==> src/rtl/dff_ram_banked.sv <==
// dff_ram_banked: banked flip-flop RAM with byte-masked writes, registered read, range error and post-reset clear
module dff_ram_banked #(
  parameter int WIDTH = 72,
  parameter int DEPTH = 8,
  parameter int BANKS = 2,
  parameter int BYTE_W = 8,
  localparam int AW = DEPTH > 1 ? $clog2(DEPTH) : 1
) (
  input  logic                    clk,
  input  logic                    rst,
  input  logic                    en,
  input  logic                    wr_n,
  input  logic [AW-1:0]           address,
  input  logic [WIDTH-1:0]        wdata,
  input  logic [WIDTH/BYTE_W-1:0] wmask,
  output logic [WIDTH-1:0]        rdata,
  output logic                    rvalid,
  output logic                    busy,
  output logic                    err
);
  localparam int BD = DEPTH / BANKS;
  localparam int RW = BD > 1 ? $clog2(BD) : 1;
  localparam int LANES = WIDTH / BYTE_W;
  typedef enum logic {CLEAR, IDLE} state_t;
  state_t state;
  logic [RW-1:0] cnt;
  logic [WIDTH-1:0] mem [DEPTH];
  logic acc, in_range, wr_acc, rd_acc;
  if (BANKS < 1 || (BANKS & (BANKS - 1)) != 0 || WIDTH % BYTE_W != 0 || DEPTH % BANKS != 0) begin : g_bad
    $fatal(1, "dff_ram_banked: illegal WIDTH/DEPTH/BANKS/BYTE_W combination");
  end
  assign in_range = 32'(address) < 32'(DEPTH);
  assign acc = en && state == IDLE && !rst;
  assign wr_acc = acc && !wr_n && in_range;
  assign rd_acc = acc && wr_n && in_range;
  assign busy = state == CLEAR;
  for (genvar i = 0; i < DEPTH; i++) begin : g_entry
    always_ff @(posedge clk)
      if (!rst && busy && cnt == RW'(i % BD))
        mem[i] <= '0;
      else if (wr_acc && address == AW'(i))
        for (int l = 0; l < LANES; l++)
          if (wmask[l])
            mem[i][l*BYTE_W +: BYTE_W] <= wdata[l*BYTE_W +: BYTE_W];
  end
  always_ff @(posedge clk)
    if (rst) begin
      state <= CLEAR;
      cnt <= '0;
      rdata <= '0;
      rvalid <= 1'b0;
      err <= 1'b0;
    end else begin
      rvalid <= rd_acc;
      err <= acc && !in_range;
      if (rd_acc)
        rdata <= mem[address];
      if (busy) begin
        cnt <= cnt + 1'b1;
        if (cnt == RW'(BD - 1))
          state <= IDLE;
      end
    end
endmodule
==> config.mk <==
export PLATFORM = sky130hd
export DESIGN_NAME = dff_ram_banked
export DESIGN_NICKNAME = d
export VERILOG_FILES = /design/src/rtl/dff_ram_banked.sv
export SDC_FILE = /design/constraint.sdc
export NUM_CORES = 1
export LEC_CHECK = 0
export CAP_MARGIN = 10
export CELL_PAD_IN_SITES_DETAIL_PLACEMENT = 0
export CELL_PAD_IN_SITES_GLOBAL_PLACEMENT = 2
export CORE_ASPECT_RATIO = 0.8
export CORE_MARGIN = 8
export CORE_UTILIZATION = 25
export DETAILED_ROUTE_END_ITERATION = 12
export HOLD_SLACK_MARGIN = 0.08
export PLACE_DENSITY = 0.55
export SETUP_SLACK_MARGIN = 0.3
export SYNTH_ARGS = -nofsm -noshare
export SYNTH_HDL_FRONTEND = slang
export SYNTH_SLANG_ARGS = --single-unit
==> constraint.sdc <==
create_clock -name clk -period 2.07 [get_ports clk]
set_input_delay 0.414 -clock clk [delete_from_list [all_inputs] [get_ports clk]]
set_output_delay 0.414 -clock clk [all_outputs]
set_load 0.005 [all_outputs]
==> impl_metrics.env <==
export IMPL_setup_viol=0
export IMPL_fin_ws_ns=0.189
export IMPL_drt_iter0_markers=1398
export IMPL_p_leak_uw=0.0126
export IMPL_floorplan_die_area_um2=122000
export IMPL_cp_data_arrival_time_ns=2.21
export IMPL_flow_area_growth_from_synthesis_pct=28.4
export IMPL_power_per_cell_area_nw_per_um2=904
export IMPL_postSynth_topFlopCell="edfxtp_1"
export IMPL_worst_r2r_setup_slack_ns=0.19
export IMPL_synth_top_area_share_pct=62.2
export IMPL_wire_per_inst_um=24.1
export IMPL_grt_antenna_before_repair=0
export IMPL_finish_net_count=2376
export IMPL_timing_max_transition_violations_final=0
export IMPL_worst_path_max_fanout=8
export IMPL_finalWirelength_um=91100
export IMPL_timing_max_slew_rel_slack_pct=48.6
export IMPL_pre_cts_setup_slack_ns=-0.420
export IMPL_num_fill_cells=10900
export IMPL_antenna_violating_nets_post_route=0
export IMPL_cap_violations=0
export IMPL_antenna_cells=0
export IMPL_grt_pass1_wl_um=131000
export IMPL_synth_top_area_cell="edfxtp_1"
export IMPL_yosysUniqueCellTypes=28
export IMPL_area_taken_by_flip_flops_and_latches_um2=18900
export IMPL_grt_usage_pct=14.5
export IMPL_hold_viol=0
export IMPL_ratio_of_final_minimum_period_to_clock_period_pct=90.9
export IMPL_multi_input_area_um2=8120
export IMPL_worst_pin_slew_ns=0.771
export IMPL_num_io_pins=163
export IMPL_post_synth_main_area_contributors="edfxtp_1 62%, mux4_2 12%, nor2_1 8.8%, dfxtp_1 5.5%, nor3_1 2.6%"
export IMPL_hold_class="in -> reg"
export IMPL_hold_start="rst"
export IMPL_post_synth_inst_count=2024
export IMPL_fp_dieW_um=389
export IMPL_placement_io_buffers=161
export IMPL_tritoncts="built"
export IMPL_syn_avg_cell_area_um2=13.7
export IMPL_ys_seq_area_share_pct=67.7
export IMPL_timing_final_crit_period_ns=1.88
export IMPL_cts_htree_levels=3
export IMPL_fin_cells=3785
export IMPL_via_count=17700
export IMPL_drt_first_pass_iters=5
export IMPL_globalRoute_totalOverflow=0
export IMPL_result_of_the_run="finished clean"
export IMPL_totalNegativeSetupSlack_ns=0
export IMPL_final_setup_skew_ns=0.0193
export IMPL_synthArstFlopShare_pct=0
export IMPL_critical_path_required_ns=2.40
export IMPL_synth_seq_cells=652
export IMPL_fmaxAchievable_mhz=532
export IMPL_maximum_number_of_pins_on_one_net_before_global_route_repair=79
export IMPL_initial_utilization_pct=25.2
export IMPL_cts_buffer_depth=3
export IMPL_floorplan_rows=109
export IMPL_dp_hpwl_um=59500
export IMPL_rsz0062_at_grt="true"
export IMPL_via_count_of_the_first_global_routing_pass=18700
export IMPL_hold_path_depth=3
export IMPL_utilization_pct=32.3
export IMPL_clock_tree_root_cell="clkbuf_16"
export IMPL_syn_nets=2116
export IMPL_reg2reg_from="state"
export IMPL_gpl_final_weighted_congestion=0.757
export IMPL_insertion_delay_ns=0.63
export IMPL_critical_path_startpoint_type="register"
export IMPL_core_area_um2=110000
export IMPL_synth_most_common_cell="nor2_1"
export IMPL_synthesis_yosys_warnings=0
export IMPL_synthesis_area_um2=27800
export IMPL_clkSlewWorstSetupHoldPaths_ns=0.06
export IMPL_worstSetupPathType="reg -> reg"
export IMPL_timing_critical_path_to_type="register"
export IMPL_drc_errors=0
export IMPL_ctsHoldBuffers=0
export IMPL_layout_cell_area_non_filler_um2=35700
export IMPL_r2r_worst_path_cells=6
export IMPL_cts_made_buffers=73
export IMPL_place_inst=3643
export IMPL_ir_worst_vdd_uv=555
export IMPL_yosys_top_cells_count="654 x nor2_1, 576 x edfxtp_1, 144 x mux4_2, 144 x nor3_1, 80 x clkbuf_1"
export IMPL_placedInstanceArea_um2=33100
export IMPL_via_per_inst=4.66
export IMPL_drive_above_1_share_pct=21.4
export IMPL_sink_of_the_worst_hold_path="rdata[21]"
export IMPL_worstReg2RegEnd="mem[3][32]"
export IMPL_die_h_um=314
export IMPL_clock_sink_count=652
export IMPL_synth_edff_count=576
## worst max path at each step
stage,cells past startpoint,startpoint,end,slack [ns]
floorplan,6,address[0],mem[0][0],0.23
global placement,7,en,mem[6][59],-0.41
detailed placement,7,en,mem[6][49],-0.42
CTS,3,state,busy,0.16
global route,6,state,mem[3][11],0.13
finish,6,state,mem[3][32],0.19
## power by group
part	switching, uW	total, uW	internal [uW]
clock network	5490	13200	7750
registers	252	15400	15200
logic	1860	3580	1710
total	7610	32300	24700
## registers in the layout, indices dropped and copies added, names as in the netlist
register and cells:
rdata 72, rvalid 1, cnt 2, mem 576, state 1
## placed cells by master, fill, tap and decap left out, types with 3 or more instances in the layout
master / synthesis / routed
nor3_2: 6 / 6
mux4_2: 144 / 144
a21o_1: 72 / 71
clkinvlp_4: 0 / 5
bufinv_16: 0 / 8
edfxtp_1: 576 / 576
or3_4: 0 / 6
nor4_1: 72 / 72
buf_6: 29 / 15
nand2_1: 73 / 73
clkbuf_16: 0 / 76
dfxtp_4: 0 / 9
ha_1: 4 / 4
nor2_1: 654 / 653
clkdlybuf4s15_1: 0 / 4
dfxtp_2: 0 / 12
nor3_1: 144 / 138
buf_4: 21 / 74
clkinv_2: 0 / 6
dlygate4sd2_1: 0 / 68
dfxtp_1: 76 / 55
inv_1: 4 / 4
inv_6: 0 / 4
nor3_4: 0 / 6
clkbuf_1: 80 / 22
buf_12: 0 / 108
clkbuf_8: 0 / 3
clkdlybuf4s50_1: 0 / 83
clkinv_1: 0 / 8
## per-stage QoR
step / total power (uW) / hold WS (ns)
after detailed placement: 19300 / 0.493
after global routing: 33400 / 0.122
after global placement: 19200 / 0.493
after CTS: 32600 / 0.0886
after floorplan: 17200 / 0.494
final: 32300 / 0.142
## routing by layer
layer | share of wire [%] | vias to the layer above | routed length (um) | global-route usage (%)
met5 | 0 | - | 0 | 0
met4 | 2.2 | 0 | 1970 | 3.34
met3 | 4.4 | 121 | 4050 | 2.55
met2 | 48 | 450 | 43500 | 24.1
met1 | 46 | 9132 | 41600 | 19.8
li1 | - | 7954 | - | -
## worst max-delay path, cell delays in order, from the launching register on
cell       delay (ns)
dfxtp_4          0.38
nand4bb_4        0.24
buf_12           0.23
nor3_4           0.26
buf_12           0.18
a21o_1           0.15
buf_12           0.14
## layout make-up
cell class | count | share of cell area [%]
Timing Repair Buffer | 360 | 12.6
Clock inverter | 34 | 1.18
Inverter | 5 | 0.0561
Multi-Input combinational cell | 1192 | 22.7
Tap cell | 1443 | 5.06
Sequential cell | 652 | 52.8
Clock buffer | 99 | 5.53
## kinds of logic after synthesis
logic type,count (synthesis),synth area share [%]
buf+inv,180,3.68
mux,145,11.7
simple gates,969,14.8
compound gates,72,1.94
xor+xnor,1,0.0315
flops,652,67.7
other cells,1,0.0135
fa+ha+maj,4,0.180
## timing repair
action,CTS,global route
cloned,1,2
setup endpoints to repair,1082,568
resized for setup,132,21
setup buffers,0,6
pin swaps,6,5
Power figures use the tool's default switching activity.
